<file path="config.mk">
export PLATFORM = sky130hd
export DESIGN_NAME = frame_buffer_reader
export DESIGN_NICKNAME = d
export VERILOG_FILES = /design/src/rtl/frame_buffer_reader_pkg.sv /design/src/rtl/fb_reader_skid_fifo.sv /design/src/rtl/frame_buffer_reader.sv
export SDC_FILE = /design/constraint.sdc
export NUM_CORES = 1
export LEC_CHECK = 0
export CAP_MARGIN = 20
export CORE_ASPECT_RATIO = 1.25
export CORE_MARGIN = 2
export CORE_UTILIZATION = 45
export CTS_BUF_LIST = sky130_fd_sc_hd__clkbuf_4 sky130_fd_sc_hd__clkbuf_8
export DETAILED_ROUTE_END_ITERATION = 12
export PLACE_DENSITY = 0.8
export SYNTH_ARGS = -nofsm -noshare
export SYNTH_HDL_FRONTEND = slang
export SYNTH_HIERARCHICAL = 1
export SYNTH_SLANG_ARGS = --single-unit
</file>
<file path="constraint.sdc">
create_clock -name clk_i -period 4.3 [get_ports clk_i]
set_input_delay 1.075 -clock clk_i [delete_from_list [all_inputs] [get_ports clk_i]]
set_output_delay 1.075 -clock clk_i [all_outputs]
set_load 0.01 [all_outputs]
</file>
<file path="src/rtl/frame_buffer_reader_pkg.sv">
// Shared types and sizing helpers for the frame buffer scan-out reader.
// Optional continuous-scan mode is enabled by defining FB_READER_LOOP_EN.
package frame_buffer_reader_pkg;

    typedef enum logic [1:0] {
        IDLE  = 2'd0,
        READ  = 2'd1,
        DRAIN = 2'd2
    } state_e;

    typedef struct packed {
        logic sof;
        logic eol;
        logic eof;
    } flags_t;

    localparam int FLAG_W       = 3;
    localparam int DEF_H_ACTIVE = 320;
    localparam int DEF_V_ACTIVE = 240;
    localparam int FRAME_PIXELS = DEF_H_ACTIVE * DEF_V_ACTIVE;
    localparam int X_W          = $clog2(DEF_H_ACTIVE);
    localparam int Y_W          = $clog2(DEF_V_ACTIVE);

    // Counter width that stays legal for a 1-pixel/1-line raster.
    function automatic int cnt_w(input int n);
        return (n > 1) ? $clog2(n) : 1;
    endfunction

endpackage

</file>
<file path="src/rtl/fb_reader_skid_fifo.sv">
// Two-entry FIFO holding captured pixels plus their raster flags.
module fb_reader_skid_fifo #(
    parameter int WIDTH = 19
) (
    input  logic             clk_i,
    input  logic             resetn_i,
    input  logic             flush_i,
    input  logic             push_i,
    input  logic             pop_i,
    input  logic [WIDTH-1:0] din_i,
    output logic [WIDTH-1:0] dout_o,
    output logic [1:0]       count_o
);

    logic [WIDTH-1:0] ent0_q, ent0_d, ent1_q, ent1_d;
    logic             wr_ptr_q, wr_ptr_d, rd_ptr_q, rd_ptr_d;
    logic [1:0]       count_q, count_d;

    // Storage and register state; reset clears payload so outputs idle at zero.
    always_ff @(posedge clk_i) begin
        if (!resetn_i) begin
            ent0_q   <= {WIDTH{1'b0}};
            ent1_q   <= {WIDTH{1'b0}};
            wr_ptr_q <= 1'b0;
            rd_ptr_q <= 1'b0;
            count_q  <= 2'd0;
        end else begin
            ent0_q   <= ent0_d;
            ent1_q   <= ent1_d;
            wr_ptr_q <= wr_ptr_d;
            rd_ptr_q <= rd_ptr_d;
            count_q  <= count_d;
        end
    end

    // Pointer/occupancy update; flush wins over a concurrent push or pop.
    always_comb begin
        ent0_d   = ent0_q;
        ent1_d   = ent1_q;
        wr_ptr_d = wr_ptr_q;
        rd_ptr_d = rd_ptr_q;
        count_d  = count_q;
        if (flush_i) begin
            wr_ptr_d = 1'b0;
            rd_ptr_d = 1'b0;
            count_d  = 2'd0;
        end else begin
            if (push_i) begin
                if (wr_ptr_q) begin
                    ent1_d = din_i;
                end else begin
                    ent0_d = din_i;
                end
                wr_ptr_d = ~wr_ptr_q;
            end else begin
                wr_ptr_d = wr_ptr_q;
            end
            if (pop_i) begin
                rd_ptr_d = ~rd_ptr_q;
            end else begin
                rd_ptr_d = rd_ptr_q;
            end
            case ({push_i, pop_i})
                2'b10:   count_d = count_q + 2'd1;
                2'b01:   count_d = count_q - 2'd1;
                default: count_d = count_q;
            endcase
        end
    end

    assign dout_o  = rd_ptr_q ? ent1_q : ent0_q;
    assign count_o = count_q;

endmodule

</file>
<file path="src/rtl/frame_buffer_reader.sv">
// Raster scan-out master: issues frame buffer reads, absorbs the 1-cycle read
// latency and streams pixels with sof/eol/eof. FB_READER_LOOP_EN = continuous scan.
module frame_buffer_reader
    import frame_buffer_reader_pkg::*;
#(
    parameter int                    ADDR_WIDTH = 32,
    parameter int                    DATA_WIDTH = 16,
    parameter int                    H_ACTIVE   = 320,
    parameter int                    V_ACTIVE   = 240,
    parameter logic [ADDR_WIDTH-1:0] BASE_ADDR  = {ADDR_WIDTH{1'b0}}
) (
    input  logic                  clk_i,
    input  logic                  resetn_i,
    input  logic                  start_i,
    input  logic                  abort_i,
    output logic [ADDR_WIDTH-1:0] addr_rd_o,
    input  logic [DATA_WIDTH-1:0] fb_data_i,
    output logic [DATA_WIDTH-1:0] m_data_o,
    output logic                  m_valid_o,
    input  logic                  m_ready_i,
    output logic                  m_sof_o,
    output logic                  m_eol_o,
    output logic                  m_eof_o,
    output logic                  busy_o,
    output logic                  done_o
);

    localparam int X_CW  = cnt_w(H_ACTIVE);
    localparam int Y_CW  = cnt_w(V_ACTIVE);
    localparam int ENT_W = DATA_WIDTH + FLAG_W;
    localparam logic [X_CW-1:0] X_LAST = X_CW'(H_ACTIVE - 1);
    localparam logic [Y_CW-1:0] Y_LAST = Y_CW'(V_ACTIVE - 1);

    state_e                state_q, state_d;
    logic [X_CW-1:0]       x_q, x_d;
    logic [Y_CW-1:0]       y_q, y_d;
    logic [ADDR_WIDTH-1:0] addr_q, addr_d;
    logic                  inflight_q, inflight_d;
    flags_t                iss_flags_q, iss_flags_d;

    logic [ENT_W-1:0]      fifo_dout_s;
    logic [1:0]            fifo_cnt_s;
    flags_t                head_flags_s;
    logic                  m_valid_s, pop_s, rd_en_s, busy_s, done_s;
    logic                  last_x_s, last_y_s;
    logic [2:0]            occ_s;

    assign last_x_s     = (x_q == X_LAST);
    assign last_y_s     = (y_q == Y_LAST);
    assign head_flags_s = flags_t'(fifo_dout_s[ENT_W-1:DATA_WIDTH]);

    // State register: raster counters, address pointer and the read pipeline stage.
    always_ff @(posedge clk_i) begin
        if (!resetn_i) begin
            state_q     <= IDLE;
            x_q         <= {X_CW{1'b0}};
            y_q         <= {Y_CW{1'b0}};
            addr_q      <= BASE_ADDR;
            inflight_q  <= 1'b0;
            iss_flags_q <= flags_t'(3'b000);
        end else begin
            state_q     <= state_d;
            x_q         <= x_d;
            y_q         <= y_d;
            addr_q      <= addr_d;
            inflight_q  <= inflight_d;
            iss_flags_q <= iss_flags_d;
        end
    end

    // Next-state: advance the raster on each issued read; abort forces IDLE.
    always_comb begin
        state_d         = state_q;
        x_d             = x_q;
        y_d             = y_q;
        addr_d          = addr_q;
        iss_flags_d.sof = (x_q == {X_CW{1'b0}}) && (y_q == {Y_CW{1'b0}});
        iss_flags_d.eol = last_x_s;
        iss_flags_d.eof = last_x_s && last_y_s;
        case (state_q)
            IDLE: begin
                if (start_i) begin
                    state_d = READ;
                end else begin
                    state_d = IDLE;
                end
            end
            READ: begin
                if (rd_en_s) begin
                    addr_d = addr_q + ADDR_WIDTH'(1'b1);
                    if (last_x_s) begin
                        x_d = {X_CW{1'b0}};
                        if (last_y_s) begin
`ifdef FB_READER_LOOP_EN
                            // Wrap straight into the next frame so no bubble appears.
                            y_d    = {Y_CW{1'b0}};
                            addr_d = BASE_ADDR;
`else
                            state_d = DRAIN;
`endif
                        end else begin
                            y_d = y_q + Y_CW'(1'b1);
                        end
                    end else begin
                        x_d = x_q + X_CW'(1'b1);
                    end
                end else begin
                    state_d = READ;
                end
            end
            DRAIN: begin
                if (pop_s && head_flags_s.eof) begin
                    state_d = IDLE;
                end else begin
                    state_d = DRAIN;
                end
            end
            default: state_d = IDLE;
        endcase
        if (abort_i) begin
            state_d    = IDLE;
            inflight_d = 1'b0;
        end else begin
            inflight_d = rd_en_s;
        end
        // Park the pointer at the frame origin whenever the scan is idle.
        if (state_d == IDLE) begin
            x_d    = {X_CW{1'b0}};
            y_d    = {Y_CW{1'b0}};
            addr_d = BASE_ADDR;
        end else begin
            addr_d = addr_d;
        end
    end

    // Outputs: read issue keeps FIFO + in-flight at most two, counting this cycle's pop.
    always_comb begin
        m_valid_s = (fifo_cnt_s != 2'd0);
        pop_s     = m_valid_s && m_ready_i;
        occ_s     = {1'b0, fifo_cnt_s} - {2'b00, pop_s} + {2'b00, inflight_q};
        done_s    = pop_s && head_flags_s.eof && !abort_i;
        rd_en_s   = 1'b0;
        busy_s    = 1'b0;
        case (state_q)
            IDLE: begin
                rd_en_s = 1'b0;
                busy_s  = 1'b0;
            end
            READ: begin
                rd_en_s = (occ_s < 3'd2);
                busy_s  = 1'b1;
            end
            DRAIN: begin
                rd_en_s = 1'b0;
                busy_s  = 1'b1;
            end
            default: begin
                rd_en_s = 1'b0;
                busy_s  = 1'b0;
            end
        endcase
    end

    fb_reader_skid_fifo #(
        .WIDTH(ENT_W)
    ) u_fifo (
        .clk_i   (clk_i),
        .resetn_i(resetn_i),
        .flush_i (abort_i),
        .push_i  (inflight_q),
        .pop_i   (pop_s),
        .din_i   ({iss_flags_q, fb_data_i}),
        .dout_o  (fifo_dout_s),
        .count_o (fifo_cnt_s)
    );

    assign addr_rd_o = addr_q;
    assign m_valid_o = m_valid_s;
    assign m_data_o  = fifo_dout_s[DATA_WIDTH-1:0];
    assign m_sof_o   = m_valid_s & head_flags_s.sof;
    assign m_eol_o   = m_valid_s & head_flags_s.eol;
    assign m_eof_o   = m_valid_s & head_flags_s.eof;
    assign busy_o    = busy_s;
    assign done_o    = done_s;

endmodule

</file>
Yosys cells after proc, flatten, opt, wreduce, memory -nomap -nowiden
Cells that the tools add are included.
Word-level totals
  register bits: 97
  logic and storage cells: 66
  output and inout port bits: 54
Cells by class
  reduce and logical (&&, ||, !) cells: 19
  magnitude comparators: 1
  equality and inequality tests: 6
  bitwise gates (word level): 8
  multiplexer cells: 12
  add/subtract/negate cells: 7
Operators by type and width (count)
  32-bit by 1-bit adder with 32-bit output (second input constant): 1
  19-bit 2-to-1 mux: 1
  2-bit 2-to-1 mux: 5
  9-bit by 1-bit adder with 9-bit output (second input constant): 1
  9-bit == test (second input constant): 1
  9-bit logical NOT: 1
  9-bit 2-to-1 mux: 1
  8-bit by 1-bit adder with 8-bit output (second input constant): 1
  8-bit == test (second input constant): 1
  8-bit logical NOT: 1
  2-bit one-hot mux with 3 select lines: 1
  3-bit AND reduction: 2
  2-bit OR reduction: 3
  1-bit logical AND: 5
  1-bit inverter: 5
  2-bit by 1-bit == test with 1-bit output (second input constant): 2
  2-bit == test (second input constant): 2
  2-bit logical NOT: 2
  2-bit one-hot mux with 2 select lines: 1
  4-bit AND reduction: 1
  2-bit nonzero test: 2
  3-bit by 1-bit adder with 3-bit output: 1
  1-bit AND: 3
  3-bit by 2-bit < comparator with 1-bit output (second input constant): 1
  6 further kinds: 8

Logic depth before layout (Yosys ltp)
  depth in word-level cells: 11
  gate-level depth with buffers: 11

Modules after synthesis
The synthesis kept the hierarchy.
Modules (own cells, without submodules)
  frame_buffer_reader: area each 2780.2 um^2, cells each 318, instances 1, seq. area each 1101.1 um^2
  fb_reader_skid_fifo: area each 1840.5 um^2, cells each 204, instances 1, seq. area each 840.8 um^2

Worst setup path before layout
No wires, ideal clock.
  path type: input to register
  from: in m_ready_i
  to: reg addr_q[20], in the netlist addr_rd_o[20]
  arrival time: 3141 ps
  path buffers: 2
  library setup time: 119 ps
  cell stages on the path: 11
  data required time: 4181 ps
  setup slack: 1040 ps
  path through: nand2_1 > nor2_1 > o21ai_0 > fa_1 > and2_1 > a32oi_1 > o31ai_4 > o31ai_2 > buf_6 > buf_8 > nor2_4
On the way
  longest elaborated chain between the ends: 10
RTL lines
  from (decl): line frame_buffer_reader.sv:20  | input logic m_ready_i,
  1-bit logical AND *: line frame_buffer_reader.sv:139  | pop_s = m_valid_s && m_ready_i;
  2-bit by 1-bit subtractor with 3-bit output: line frame_buffer_reader.sv:140  | occ_s = {1'b0, fifo_cnt_s} - {2'b00, pop_s} + {2'b00, inflight_q};
  3-bit by 1-bit adder with 3-bit output: line frame_buffer_reader.sv:140
  3-bit by 2-bit < comparator with 1-bit output: line frame_buffer_reader.sv:150  | rd_en_s = (occ_s < 3'd2);
  1-bit 2-to-1 mux: line frame_buffer_reader.sv:144  | case (state_q)
  2-bit 2-to-1 mux: line frame_buffer_reader.sv:89  | if (rd_en_s) begin
  2-bit one-hot mux with 3 select lines: line frame_buffer_reader.sv:80  | case (state_q)
  2-bit 2-to-1 mux: line frame_buffer_reader.sv:120  | if (abort_i) begin
  2-bit logical NOT: line frame_buffer_reader.sv:127  | if (state_d == IDLE) begin
  2-bit OR reduction (no line)
  to (signal assigned): line frame_buffer_reader.sv:65  | addr_q <= addr_d;
  to (decl): line frame_buffer_reader.sv:37  | logic [ADDR_WIDTH-1:0] addr_q, addr_d;
Mark *: on every way between the ends. The rest lies on a longest branch, timed or not.
A chain may end at the register's enable or synchronous reset.

Worst setup path in the final report
  from: in m_ready_i
  to: reg addr_q[5], in the netlist addr_rd_o[5]
The elaborated chain is that of the path after synthesis.

==> run_results.csv <==
group,metric,value,unit
final_layout,fin_nets,622,
clock_network,post_cts_resized,0,
clock_network,tritoncts,"built",
synthesis,synth_seq_cells,97,
placed_design,dp_hpwl,7150,µm
detailed_routing,drtIter0Drc,151,
global_routing,grt_pass1_wl,17300,µm
synthesis,synthArstFlopShare,0,
flow_run,maxCapViolCount,0,
clock_network,postCtsSetupBuffers,0,
final_layout,seqCellArea,1940,µm²
clock_network,cts_made_buffers,9,
detailed_routing,wl_per_cell,14.2,µm
sta,fin_crit_sh,0.830,
setup_path,crit_arrival,3.83,ns
global_routing,antenna_found_initial,0,
min_path,hold_class,"reg2reg",
sta,skew,0.00763,ns
sta,slew_headroom,0.416,
placed_design,port_buffers,74,
detailed_routing,vias_per_cell,5.32,
sta,rsz0062_at_grt,"false",
clock_network,root_buffer,"clkbuf_8",
power,ir_worst_vdd,0.192,mV
die,die_height,117,µm
synthesis,yosys_warnings,6,
setup_path,slowest_stage,"clkdlybuf4s50_1",
synthesis,syn-num-nets,554,
die,io_pins,75,
synthesis,synth.distinct_cells,48,
sta,period_needed,3.57,ns
final_layout,num-fill-cells,884,
global_routing,grt_pass1_vias,3939,
die,row_count,41,
sta,final_hold_viol_count,0,
final_layout,n_antenna_cell,0,
die,coreArea,10100,µm²
power,p_per_area,278,nW/µm²
detailed_routing,detail_route.wirelength,10300,µm
final_layout,layout-drive-gt1-share,0.0941,
clock_network,ctsHoldBuffers,0,
die,dieWidth,94.6,µm
global_routing,grt.overflow.total,0,
clock_network,clock_path_buffers,2,
setup_path,max_stage_delay,0.53,ns
sta,maxSlewViolCount,0,
synthesis,avgSynthCellArea,8.85,µm²
synthesis,synth_seq_area_share,0.420,
final_layout,area_growth,22.1,%
sta,tns,0,ns
clock_network,numClockSinks,97,
run_status,status,"finished, final reports clean",
detailed_routing,drtPass1Iterations,4,
synthesis,synth_edf_count,0,
detailed_routing,vias,3850,
setup_path,path_cells,"clkdlybuf4s50_1, nand2_1, nor2_1, o21ai_0, fa_1, and2_1, nand2_1, o31ai_4, o31ai_4, buf_12, nor2_1",
placed_design,dp_cells,707,
clock_network,insertion_delay,0.37,ns
sta,fmax,280,MHz
setup_path,cp-start-kind,"primary input",
synthesis,synthCells,522,
final_layout,multi_input_comb_area,2490,µm²
detailed_routing,remaining_drc_errors,0,
global_routing,grtUsageTotal,0.193,
final_layout,layoutNonFillerInstCount,724,
global_routing,grt_max_degree,50,
setup_path,criticalPathCategory,"in2reg",
synthesis,ys_dominant_reg_cell,"dfxtp_1",
synthesis,synth_area,4620,µm²
clock_network,h-tree-depth,3,
final_layout,final_cell_mix,"101 x nand2_1, 97 x dfxtp_1, 74 x clkdlybuf4s50_1",
setup_path,worstSetupEndpointType,"flop",
power,leakagePower,1.82,nW
die,start_util,0.460,
die,die_area,11100,µm²
sta,setup_viol,0,
placed_design,gp_congestion,0.787,
sta,tightest_slew,0.875,ns
detailed_routing,ant_nets,0,
setup_path,crit_required,4.56,ns
clock_network,clk_pin_slew,0.09,ns
setup_path,cp_max_fo,49,
final_layout,final_common_cell,"nand2_1",
worst max-delay path, delay by kind of cell:
| family | cells | cell delay (ns) |
|---|---|---|
| buffers and inverters | 2 | 0.84 |
| adders and majority gates | 1 | 0.52 |
| AOI/OAI and AO/OA | 3 | 0.47 |
| and+or+nand+nor | 5 | 0.91 |
cell families after synthesis:
group	Yosys count	synth area share
flip-flops	97	0.420
adder cells (fa/ha/maj)	11	0.0314
buffers and inverters	36	0.0422
multiplexers	22	0.0528
AND/OR/NAND/NOR	253	0.273
AO/OA/AOI/OAI	55	0.0888
XOR/XNOR	48	0.0910
where the power goes:
part | switching, mW | total [mW] | leakage [nW] | internal [mW]
combinational | 0.0307 | 0.0633 | 0.942 | 0.0326
sequential | 0.00215 | 0.902 | 0.782 | 0.900
clock | 0.329 | 0.603 | 0.0938 | 0.274
total | 0.362 | 1.57 | 1.82 | 1.21
cells in the mapped netlist (2+ instances only):
cell type | n | area share
or4_1 | 2 | 0.0032
and2_1 | 2 | 0.0027
mux2_2 | 19 | 0.046
xor2_1 | 23 | 0.044
nor4_1 | 9 | 0.012
or3_1 | 2 | 0.0027
nor2_1 | 53 | 0.043
nor2b_1 | 6 | 0.0081
dfxtp_1 | 97 | 0.42
a21boi_0 | 27 | 0.044
o21ai_0 | 2 | 0.0022
and3b_1 | 2 | 0.0038
a21oi_1 | 7 | 0.0076
mux2i_1 | 3 | 0.0065
nand2_1 | 101 | 0.082
buf_6 | 5 | 0.012
nand3_1 | 14 | 0.015
and3_1 | 6 | 0.0081
a21boi_1 | 11 | 0.018
inv_1 | 14 | 0.011
clkbuf_1 | 11 | 0.0089
buf_4 | 2 | 0.0032
ha_1 | 10 | 0.027
xnor2_1 | 25 | 0.047
nand4_1 | 20 | 0.027
nand4b_1 | 3 | 0.0057
nor2_4 | 10 | 0.024
buf_2 | 3 | 0.0032
nor3_1 | 13 | 0.014
nand2b_1 | 2 | 0.0027
state kept, by name (all words and copies together) (netlist names), 2 cells and up:
register        count
addr_rd_o          32
iss_flags_q         3
state_q             2
u_fifo/count_o      2
u_fifo/ent0_q      19
u_fifo/ent1_q      19
x_q                 9
y_q                 8
routing by layer:
layer	GRT usage	wire, µm	vias up
met5	0	0	-
met4	0.0744	206	0
met3	0.0525	659	20
met2	0.360	5060	94
met1	0.207	4360	1846
li1	-	-	1890
cell type report:
| class | count | area share |
|---|---|---|
| Clock buffer | 9 | 0.0220 |
| Sequential cell | 97 | 0.344 |
| Inverter | 14 | 0.00932 |
| Clock inverter | 7 | 0.0138 |
| Timing Repair Buffer | 79 | 0.140 |
| Multi-Input combinational cell | 389 | 0.442 |
| Tap cell | 129 | 0.0286 |
worst paths after layout:
| kind | startpoint | end | slack [ns] | cells after the start |
|---|---|---|---|---|
| min | iss_flags_q[0] | u_fifo/ent0_q[16] | 0.46 | 2 |
| max reg2reg | u_fifo/count_o[1] | addr_rd_o[5] | 1.44 | 10 |
| min reg2reg | iss_flags_q[0] | u_fifo/ent0_q[16] | 0.46 | 2 |
| max | m_ready_i | addr_rd_o[5] | 0.73 | 11 |
stage by stage:
step | instance area [µm²] | hold slack [ns] | setup slack, ns | utilization | power, mW
final | 5640 | 0.456 | 0.730 | 0.561 | 1.57
after global routing | 5640 | 0.481 | 0.488 | 0.561 | 1.62
after CTS | 5630 | 0.461 | 0.735 | 0.560 | 1.58
after detailed placement | 5430 | 0.444 | 0.342 | 0.540 | 0.987
after global placement | 5430 | 0.436 | 0.435 | 0.540 | 0.985
after floorplan | 4620 | 0.431 | 1.04 | - | 0.955
Note: power is estimated with default switching activity, not from simulation.
